<file path="config.mk">
export PLATFORM = sky130hd
export DESIGN_NAME = cmlk_gate_scan_scheduler
export DESIGN_NICKNAME = d
export VERILOG_FILES = /design/src/rtl/cmlk_gate_scan_scheduler.sv
export SDC_FILE = /design/constraint.sdc
export NUM_CORES = 1
export LEC_CHECK = 0
export CAP_MARGIN = 20
export CORE_AREA = 2 2 165 167
export DETAILED_ROUTE_END_ITERATION = 8
export DIE_AREA = 0 0 167 169
export PLACE_DENSITY = 0.79
export SLEW_MARGIN = 20
export SYNTH_ARGS = -nofsm -noshare
export SYNTH_HDL_FRONTEND = slang
export SYNTH_SLANG_ARGS = --single-unit
</file>
<file path="constraint.sdc">
create_clock -name clk -period 9.69 [get_ports clk]
set_input_delay 0.969 -clock clk [delete_from_list [all_inputs] [get_ports clk]]
set_output_delay 0.969 -clock clk [all_outputs]
set_load 0.02 [all_outputs]
</file>
<file path="src/rtl/cmlk_gate_scan_scheduler.sv">
// cmlk_gate_scan_scheduler
//   Per-frame gate delay sequencer for the CMLK timing generator. On each CMOS
//   frame start it issues the gate A/B delays, the laser enable and a
//   background-frame flag. It sweeps the delays in M steps of delta_t, and
//   every N frames it inserts one laser-off background frame.
//
// Ports
//   clk, rst            : clock, synchronous active-high reset
//   enable              : level, 1 = scanning allowed
//   frame_start         : 1-cycle pulse per CMOS frame
//   cfg_update          : 1-cycle pulse, captures cfg inputs into the shadow set
//   base_delay_a/b      : start delays (ticks)
//   tim_cycles_m        : steps per scan (0 behaves as 1)
//   delay_step_delta_t  : delay increment per step
//   bg_frame_deci_n     : background frame every N frames (0 = never)
//   gate_delay_a/b_o    : delays for the current frame
//   step_idx_o          : step index of the current frame
//   laser_en_o          : fire laser this frame
//   bg_frame_o          : current frame is a background frame
//   scan_done_o         : 1-cycle pulse when the last step of a scan is issued
//   busy_o              : high while armed or running
module cmlk_gate_scan_scheduler #(
  parameter logic [31:0] MAX_DELAY = 32'd999_999_999
) (
  input  logic        clk,
  input  logic        rst,
  input  logic        enable,
  input  logic        frame_start,
  input  logic        cfg_update,
  input  logic [31:0] base_delay_a,
  input  logic [31:0] base_delay_b,
  input  logic [7:0]  tim_cycles_m,
  input  logic [7:0]  delay_step_delta_t,
  input  logic [15:0] bg_frame_deci_n,
  output logic [31:0] gate_delay_a_o,
  output logic [31:0] gate_delay_b_o,
  output logic [7:0]  step_idx_o,
  output logic        laser_en_o,
  output logic        bg_frame_o,
  output logic        scan_done_o,
  output logic        busy_o
);

  typedef enum logic [1:0] {IDLE, ARM, RUN} state_t;

  state_t      state_q, state_d;
  logic [31:0] sh_base_a_q, sh_base_a_d, sh_base_b_q, sh_base_b_d;
  logic [7:0]  sh_m_q, sh_m_d, sh_dt_q, sh_dt_d;
  logic [15:0] sh_n_q, sh_n_d;
  logic [31:0] act_base_a_q, act_base_a_d, act_base_b_q, act_base_b_d;
  logic [7:0]  act_m_q, act_m_d, act_dt_q, act_dt_d;
  logic [15:0] act_n_q, act_n_d;
  logic [31:0] acc_a_q, acc_a_d, acc_b_q, acc_b_d;
  logic [7:0]  step_q, step_d;
  logic [15:0] bg_cnt_q, bg_cnt_d;
  logic [31:0] gate_a_q, gate_a_d, gate_b_q, gate_b_d;
  logic [7:0]  step_idx_q, step_idx_d;
  logic        laser_en_q, laser_en_d, bg_frame_q, bg_frame_d;
  logic        scan_done_q, scan_done_d, busy_q, busy_d;

  logic [7:0]  last_step;
  logic        bg_hit;

  // 33-bit sum so the increment can never wrap before saturating.
  function automatic logic [31:0] sat_add(input logic [31:0] acc, input logic [7:0] dt);
    logic [32:0] sum;
    sum = {1'b0, acc} + {25'd0, dt};
    return (sum > {1'b0, MAX_DELAY}) ? MAX_DELAY : sum[31:0];
  endfunction

  assign last_step = (act_m_q == 8'd0) ? 8'd0 : act_m_q - 8'd1;
  assign bg_hit    = (act_n_q != 16'd0) && (bg_cnt_q == act_n_q - 16'd1);

  always_comb begin
    state_d      = state_q;
    // Shadow write happens first so a same-cycle wrap copies the new values.
    sh_base_a_d  = cfg_update ? base_delay_a       : sh_base_a_q;
    sh_base_b_d  = cfg_update ? base_delay_b       : sh_base_b_q;
    sh_m_d       = cfg_update ? tim_cycles_m       : sh_m_q;
    sh_dt_d      = cfg_update ? delay_step_delta_t : sh_dt_q;
    sh_n_d       = cfg_update ? bg_frame_deci_n    : sh_n_q;
    act_base_a_d = act_base_a_q;
    act_base_b_d = act_base_b_q;
    act_m_d      = act_m_q;
    act_dt_d     = act_dt_q;
    act_n_d      = act_n_q;
    acc_a_d      = acc_a_q;
    acc_b_d      = acc_b_q;
    step_d       = step_q;
    bg_cnt_d     = bg_cnt_q;
    gate_a_d     = gate_a_q;
    gate_b_d     = gate_b_q;
    step_idx_d   = step_idx_q;
    laser_en_d   = laser_en_q;
    bg_frame_d   = bg_frame_q;
    scan_done_d  = 1'b0;
    busy_d       = busy_q;

    case (state_q)
      IDLE: begin
        laser_en_d = 1'b0;
        bg_frame_d = 1'b0;
        busy_d     = 1'b0;
        if (enable) begin
          act_base_a_d = sh_base_a_d;
          act_base_b_d = sh_base_b_d;
          act_m_d      = sh_m_d;
          act_dt_d     = sh_dt_d;
          act_n_d      = sh_n_d;
          acc_a_d      = sh_base_a_d;
          acc_b_d      = sh_base_b_d;
          step_d       = 8'd0;
          bg_cnt_d     = 16'd0;
          busy_d       = 1'b1;
          state_d      = ARM;
        end
      end
      ARM, RUN: begin
        if (!enable) begin
          // A frame_start coinciding with the enable drop is ignored.
          laser_en_d = 1'b0;
          bg_frame_d = 1'b0;
          busy_d     = 1'b0;
          state_d    = IDLE;
        end else if (frame_start) begin
          state_d = RUN;
          if (bg_hit) begin
            bg_frame_d = 1'b1;
            laser_en_d = 1'b0;
            bg_cnt_d   = 16'd0;
          end else begin
            bg_cnt_d   = (act_n_q == 16'd0) ? 16'd0 : bg_cnt_q + 16'd1;
            bg_frame_d = 1'b0;
            laser_en_d = 1'b1;
            gate_a_d   = acc_a_q;
            gate_b_d   = acc_b_q;
            step_idx_d = step_q;
            if (step_q == last_step) begin
              scan_done_d  = 1'b1;
              step_d       = 8'd0;
              act_base_a_d = sh_base_a_d;
              act_base_b_d = sh_base_b_d;
              act_m_d      = sh_m_d;
              act_dt_d     = sh_dt_d;
              act_n_d      = sh_n_d;
              acc_a_d      = sh_base_a_d;
              acc_b_d      = sh_base_b_d;
            end else begin
              step_d  = step_q + 8'd1;
              acc_a_d = sat_add(acc_a_q, act_dt_q);
              acc_b_d = sat_add(acc_b_q, act_dt_q);
            end
          end
        end
      end
      default: state_d = IDLE;
    endcase
  end

  always_ff @(posedge clk) begin
    if (rst) begin
      state_q      <= IDLE;
      sh_base_a_q  <= '0;
      sh_base_b_q  <= '0;
      sh_m_q       <= '0;
      sh_dt_q      <= '0;
      sh_n_q       <= '0;
      act_base_a_q <= '0;
      act_base_b_q <= '0;
      act_m_q      <= '0;
      act_dt_q     <= '0;
      act_n_q      <= '0;
      acc_a_q      <= '0;
      acc_b_q      <= '0;
      step_q       <= '0;
      bg_cnt_q     <= '0;
      gate_a_q     <= '0;
      gate_b_q     <= '0;
      step_idx_q   <= '0;
      laser_en_q   <= 1'b0;
      bg_frame_q   <= 1'b0;
      scan_done_q  <= 1'b0;
      busy_q       <= 1'b0;
    end else begin
      state_q      <= state_d;
      sh_base_a_q  <= sh_base_a_d;
      sh_base_b_q  <= sh_base_b_d;
      sh_m_q       <= sh_m_d;
      sh_dt_q      <= sh_dt_d;
      sh_n_q       <= sh_n_d;
      act_base_a_q <= act_base_a_d;
      act_base_b_q <= act_base_b_d;
      act_m_q      <= act_m_d;
      act_dt_q     <= act_dt_d;
      act_n_q      <= act_n_d;
      acc_a_q      <= acc_a_d;
      acc_b_q      <= acc_b_d;
      step_q       <= step_d;
      bg_cnt_q     <= bg_cnt_d;
      gate_a_q     <= gate_a_d;
      gate_b_q     <= gate_b_d;
      step_idx_q   <= step_idx_d;
      laser_en_q   <= laser_en_d;
      bg_frame_q   <= bg_frame_d;
      scan_done_q  <= scan_done_d;
      busy_q       <= busy_d;
    end
  end

  assign gate_delay_a_o = gate_a_q;
  assign gate_delay_b_o = gate_b_q;
  assign step_idx_o     = step_idx_q;
  assign laser_en_o     = laser_en_q;
  assign bg_frame_o     = bg_frame_q;
  assign scan_done_o    = scan_done_q;
  assign busy_o         = busy_q;

endmodule

</file>
==> impl_results.md, run 1 <==
* Status: completed
* Clock Latency Late Sink at 0.56 ns
* # IOs at 177
* Crit start category: flip-flop
* Hold WC Path Type: reg2reg
* Initial Util at 0.549
* Clock Path Buffers at 3
* Critical path, cell by cell: ha_1, fa_1, a211oi_2, nor2_1, xnor2_1, or4_1, nor4_1, nor4b_1, a31oi_1, a211oi_4, nand2_1, o221a_2
* DR vias at 13.2k
* Tot GR Track Use at 0.277
* Reg-to-Reg End: acc_a_q[25]
* Ys async rst share at 0
* Syn avg cell area at 8.42 um^2
* Post-Syn Area at 14,600 um^2
* GPL Wtd Cong at 0.899
* Die Wd at 167 um
* Syn_nets at 1,853
* # port buffers at 176
* R2R Setup Slk at 5.15 ns
* Setup violators final at 0
* Skew final at 0.0107 ns
* Total grt overflow at 0
* Root buf cell: clkbuf_16
* Hold_buf cts at 0
* Fill cell count at 2,214
* Count leader, synth: dfxtp_1
* Leakage at 6.45 nW
* Combinational power share at 0.361
* Slowest stage delay, CP at 0.76 ns
* HPWL Detailed at 28.1 mm
* Main synth FF type: dfxtp_1
* Largest net degree at the start of global routing at 100
* # diodes at 0
* Syn Inst Count at 1,728
* Area share of the largest cell type after synthesis at 0.404
* Die area at 28,200 um^2
* Number of synthesized flops with an enable pin at 0
* Ratio of cells with drive above 1 in the final layout at 0.0667
* Int Power at 2.78 mW
* CTS H-tree lvls at 1
* Seq. cell area at 5890 um^2
* Row cnt at 60
* Hold_sp: gate_delay_a_o[19]
* Worst setup path class: reg2reg
* Final period util at 0.468
* Post-synth top cells: dfxtp_1, nor2_1, nand2_1
* Worst setup EP type: flip-flop
* RSZ-0062 raised after global routing: no
* Worst-path clk slew at 0.07 ns
* CP Max Fanout at 19
* Yosys cell types at 89
* Area Overhead vs Synth at 19.3%
* Post-CTS Setup Repair Bufs at 0
* Remaining DRCs at 0
* Max-Cap Viols at 0
* Starting DRT DRC Count at 977
* CTS tree: yes
* Routed wire length at 40.3 mm
* Sw power at 1.78 mW
* CP arrival at 4.99 ns
* R2R cell count at 12
* Die height at 169 um
* Seq/Total Area, Yosys at 0.404
* Initial antenna violation count at 0
* DR pass1 iterations at 5
* Core outline area at 26,500 um^2
* First-pass GRT wire length at 65.3 mm
* Sw Share at 0.390
* Worst slack, placed at 5.22 ns
* WL/cell at 18.5 um
* Vias in the first global route at 12.6k
* Flop pwr share at 0.373
* Num CTS Buffers at 30
* R2R Path Start: act_dt_q[0]
* Final ANT Viol Nets at 0
* Required @ worst endpoint at 10.14 ns
* Slowest CP cell: a211oi_4
* Final hold vios at 0
* Achievable Freq at 220 MHz
* Area leader, netlist: dfxtp_1
* Vias per cell at 6.02
* Worst Tran Pin Value at 1.01 ns
* Slew HR at 0.329
* Post_cts resized at 0
* Yosys reg bits at 294
* Worst setup margin at 5.15 ns
* Ys Warns at 0
* Top cells by area, synth: dfxtp_1, mux2i_1, nor2_1
* PwrDens at 263 nW/um^2
* Peak VDD IR at 0.000170 V
* Hold Path End: gate_delay_a_o[19]
* Hold Path Cell Cnt at 2
* Clk sinks at 294
* Setup TNS at 0 ns
* Max-slew violation count at 0
* NumNets Final at 1,946
* Post-route minimum period at 4.54 ns
* Post-route cell area at 17,400 um^2
* Area of the multi-input gates at 8110 um^2
* Cell Area, Placed at 16,300 um^2
* Clk pwr share at 0.267
-- placed cells by master (no fill, tap or decap), types with 7 or more instances in the layout --
| master | netlist | final |
|---|---|---|
| nor2b_1 | 10 | 10 |
| a22oi_1 | 10 | 10 |
| a2bb2oi_1 | 8 | 8 |
| o22ai_1 | 8 | 8 |
| a21o_1 | 12 | 12 |
| clkbuf_8 | 0 | 12 |
| mux2_2 | 8 | 8 |
| a21oi_1 | 140 | 139 |
| nor4_1 | 13 | 13 |
| ha_1 | 22 | 22 |
| o31a_1 | 8 | 8 |
| clkdlybuf4s50_1 | 0 | 174 |
| o21ai_0 | 57 | 57 |
| nor3b_1 | 7 | 7 |
| dfxtp_1 | 294 | 294 |
| nand3_1 | 47 | 47 |
| inv_1 | 18 | 18 |
| a2111oi_2 | 7 | 7 |
| mux2i_1 | 96 | 96 |
| xor2_1 | 27 | 27 |
| and2_1 | 12 | 11 |
| clkbuf_16 | 0 | 30 |
| nand4_1 | 18 | 18 |
| nand2_1 | 218 | 218 |
| nor2_1 | 219 | 218 |
| o21a_1 | 12 | 11 |
| and3_1 | 26 | 26 |
| o211ai_1 | 15 | 15 |
| xnor2_1 | 42 | 42 |
| nor3_1 | 32 | 32 |
| buf_4 | 3 | 10 |
| or3_1 | 12 | 12 |
| a211oi_1 | 53 | 53 |
| or4_1 | 7 | 7 |
| nand3b_1 | 11 | 11 |
| a31oi_1 | 12 | 12 |
| o211a_1 | 9 | 9 |
-- kinds of logic after synthesis --
kind of cell / after synthesis / synth area share
simple gates: 667 / 0.215
fa+ha+maj: 24 / 0.0217
flops: 294 / 0.404
buf+inv: 142 / 0.0407
mux: 104 / 0.0722
xor+xnor: 69 / 0.0415
compound gates: 428 / 0.205
-- power groups by stage --
stage / registers (mW) / clock network [mW] / logic [mW]
floorplan: 1.58 / 0 / 1.32
global placement: 1.71 / 0 / 1.57
detailed placement: 1.72 / 0 / 1.61
CTS: 1.69 / 1.23 / 1.62
global route: 1.73 / 1.28 / 1.80
finish: 1.70 / 1.22 / 1.64
-- sequential cells by signal (all words and copies together) (netlist names), 16 cells and up --
register and count:
sh_n_q 16, acc_b_q 32, acc_a_q 32, gate_delay_a_o 32, sh_base_b_q 32, act_n_q 16
bg_cnt_q 16, gate_delay_b_o 32, sh_base_a_q 32
-- critical path, delay by kind of cell, from the launching register on --
kind | cells | cell delay (ns)
DFF | 1 | 0.35
adders and majority gates | 2 | 0.71
xor gates and xnor gates | 1 | 0.15
and+or+nand+nor | 5 | 1.59
AOI/OAI and AO/OA | 4 | 1.63
-- how the worst max path moves through the flow --
stage                            from          end
after floorplan           act_dt_q[0]  acc_a_q[14]
after global placement    act_dt_q[0]  acc_a_q[25]
after detailed placement  act_dt_q[0]   acc_a_q[8]
after CTS                 act_dt_q[0]   acc_a_q[8]
after global routing      act_dt_q[1]  acc_a_q[19]
final                     act_dt_q[0]  acc_a_q[25]
-- area by class of cell --
| class | instances | area share |
|---|---|---|
| tap | 341 | 0.0246 |
| clock inverter | 9 | 0.00785 |
| clock buffer | 45 | 0.0528 |
| timing repair buffer | 185 | 0.105 |
| inverter | 18 | 0.00389 |
| sequential | 294 | 0.339 |
| multi-input combinational | 1292 | 0.467 |
-- routing by layer --
| layer | routed length [um] | track usage | share of wire | up-vias |
|---|---|---|---|---|
| li1 | - | - | - | 6368 |
| met1 | 17400 | 0.361 | 0.43 | 6231 |
| met2 | 19300 | 0.476 | 0.48 | 466 |
| met3 | 2280 | 0.0348 | 0.056 | 89 |
| met4 | 1380 | 0.0956 | 0.034 | 0 |
| met5 | 0 | 0 | 0 | - |
-- metrics by stage --
step | instances | util | hold WS, ns | power [mW]
2_1_floorplan | 1728 | - | 0.442 | 2.89
3_3_place_gp | 2130 | 0.615 | 0.442 | 3.28
3_5_place_dp | 2130 | 0.615 | 0.447 | 3.33
4_1_cts | 2184 | 0.655 | 0.456 | 4.54
5_1_grt | 2184 | 0.655 | 0.474 | 4.81
6_report | 2184 | 0.655 | 0.451 | 4.56
No activity file was read; power rests on OpenSTA's default activity.
==> run 2: changes to the inputs <==
==> constraint.sdc (replaced) <==
create_clock -name clk -period 4.35 [get_ports clk]
set_input_delay 0.435 -clock clk [delete_from_list [all_inputs] [get_ports clk]]
set_output_delay 0.435 -clock clk [all_outputs]
set_load 0.02 [all_outputs]
==> run 2 against run 1 <==
Effect of this change:
- clock skew up 0.0039 ns
- clock power is 110% higher
- global-route usage grew 1.0 points
- sequential share of layout area down 0.24 points
- sequential cell count did not move
- largest cell class unchanged
==> impl_results.md, run 2 (same netlist as run 1, synthesis figures left out) <==
* Slew HR at 0.368
* Die height at 169 um
* Clock Latency Late Sink at 0.56 ns
* Required @ worst endpoint at 4.80 ns
* Final ANT Viol Nets at 0
* Worst slack, placed at 0.340 ns
* Vias per cell at 6.00
* Crit path depth at 12
* Worst Tran Pin Value at 0.949 ns
* Max-Cap Viols at 0
* Hold_buf cts at 0
* Slowest CP cell: or4_1
* Reg-to-Reg End: acc_a_q[19]
* CP arrival at 4.52 ns
* Worst-path clk slew at 0.06 ns
* Setup violators final at 0
* PwrDens at 584 nW/um^2
* Largest net degree at the start of global routing at 141
* Critical path, cell by cell: ha_1, a211oi_2, o21ai_0, xnor2_1, or4_1, nor4_1, nor4b_1, a31oi_1, a211oi_4, buf_4, a21oi_1, o221a_2
* Total grt overflow at 0
* Worst setup path class: reg2reg
* Peak VDD IR at 0.000436 V
* Remaining DRCs at 0
* WL/cell at 18.8 um
* Clk sinks at 294
* R2R cell count at 12
* Root buf cell: clkbuf_16
* # IOs at 177
* Leakage at 6.52 nW
* GPL Wtd Cong at 0.922
* Commonest non-fill, non-tap cell in the layout: dfxtp_1
* Vias in the first global route at 13.0k
* Num CTS Buffers at 30
* # port buffers at 176
* # diodes at 0
* Final hold vios at 0
* DR pass1 iterations at 5
* Tot GR Track Use at 0.288
* Hold WC Path Type: in2reg
* CP Max Fanout at 18
* Crit start category: flip-flop
* Hold_sp: rst
* Initial Util at 0.549
* CTS tree: yes
* Die area at 28,200 um^2
* Delay-heaviest family, CP: compound AO/OA/AOI/OAI gates
* Ratio of cells with drive above 1 in the final layout at 0.0753
* R2R Setup Slk at 0.28 ns
* Post-route minimum period at 4.07 ns
* HPWL Detailed at 29.2 mm
* Die Wd at 167 um
* Worst setup EP type: flip-flop
* Max-slew violation count at 0
* First-pass GRT wire length at 67.6 mm
* Row cnt at 60
* Achievable Freq at 246 MHz
* Initial antenna violation count at 0
* Clock Path Buffers at 3
* Status: completed
* Area Overhead vs Synth at 20.2%
* Routed wire length at 41.4 mm
* CTS H-tree lvls at 1
* R2R Path Start: acc_a_q[1]
* Starting DRT DRC Count at 1,114
* Most frequent cells in the layout: dfxtp_1, nand2_1, nor2_1
* Slowest stage delay, CP at 0.52 ns
* Worst setup margin at 0.282 ns
* CP Buf/Inv Count at 1
* Hold Path Cell Cnt at 2
* Pwr Total at 10.2 mW
* DR vias at 13.2k
* Skew final at 0.0146 ns
* Final period util at 0.935
* NumNets Final at 1,961
* Hold Path End: sh_base_a_q[8]
* Core outline area at 26,500 um^2
## run 2: cell count changes in the layout (fill, tap and decap cells not counted), moves of 5 or more
cell      change
clkbuf_8      -5
buf_12        +5
clkinv_2      +5
buf_4        +10
## run 2: power breakdown
group | switching (mW) | internal (mW) | leakage [nW]
sequential | 0.631 | 3.13 | 2.41
combinational | 2.30 | 1.53 | 3.62
clock | 1.09 | 1.52 | 0.498
total | 4.03 | 6.18 | 6.52
## run 2: worst max path at each step
stage	endpoint	slack, ns	start
after floorplan	acc_a_q[8]	0.75	act_dt_q[0]
after global placement	acc_b_q[8]	0.50	act_dt_q[7]
after detailed placement	acc_b_q[28]	0.34	act_dt_q[0]
after CTS	acc_b_q[28]	0.29	act_dt_q[0]
after global routing	acc_a_q[19]	-0.005	act_dt_q[0]
final	acc_a_q[19]	0.28	acc_a_q[1]
## run 2: repair_timing
item / in CTS / in global routing
buffers inserted: 0 / 0
setup endpoints to repair: 0 / 2
resized for setup: 0 / 2
## run 2: through the flow
| stage | hold slack (ns) | TNS [ns] | util | cell area, um^2 | cells |
|---|---|---|---|---|---|
| after detailed placement | 0.445 | 0 | 0.622 | 16500 | 2145 |
| after CTS | 0.425 | 0 | 0.660 | 17500 | 2200 |
| after global placement | 0.442 | 0 | 0.621 | 16500 | 2144 |
| final | 0.399 | 0 | 0.660 | 17500 | 2200 |
| after floorplan | 0.442 | 0 | - | 14600 | 1728 |
| after global routing | 0.435 | -0.00491 | 0.660 | 17500 | 2200 |
## run 2: cell type report
cell class | instances | area [um^2]
Clock buffer | 41 | 873
Tap cell | 341 | 427
Multi-Input combinational cell | 1292 | 8100
Inverter | 18 | 67.6
Clock inverter | 14 | 133
Fill cell | 2145 | 9000
Sequential cell | 294 | 5890
Timing Repair Buffer | 200 | 2010
## run 2: per-layer routing
| layer | vias up | global-route usage | part of all wire |
|---|---|---|---|
| li1 | 6386 | - | - |
| met1 | 6302 | 0.372 | 0.44 |
| met2 | 417 | 0.490 | 0.48 |
| met3 | 94 | 0.0426 | 0.056 |
| met4 | 0 | 0.103 | 0.032 |
| met5 | - | 0 | 0 |
## run 2: worst register-to-register path, stage by stage, from the launching register on
cell      delay, ns
dfxtp_1        0.48
ha_1           0.31
a211oi_2       0.45
o21ai_0        0.18
xnor2_1        0.18
or4_1          0.52
nor4_1         0.34
nor4b_1        0.34
a31oi_1        0.23
a211oi_4       0.27
buf_4          0.30
a21oi_1        0.11
o221a_2        0.26
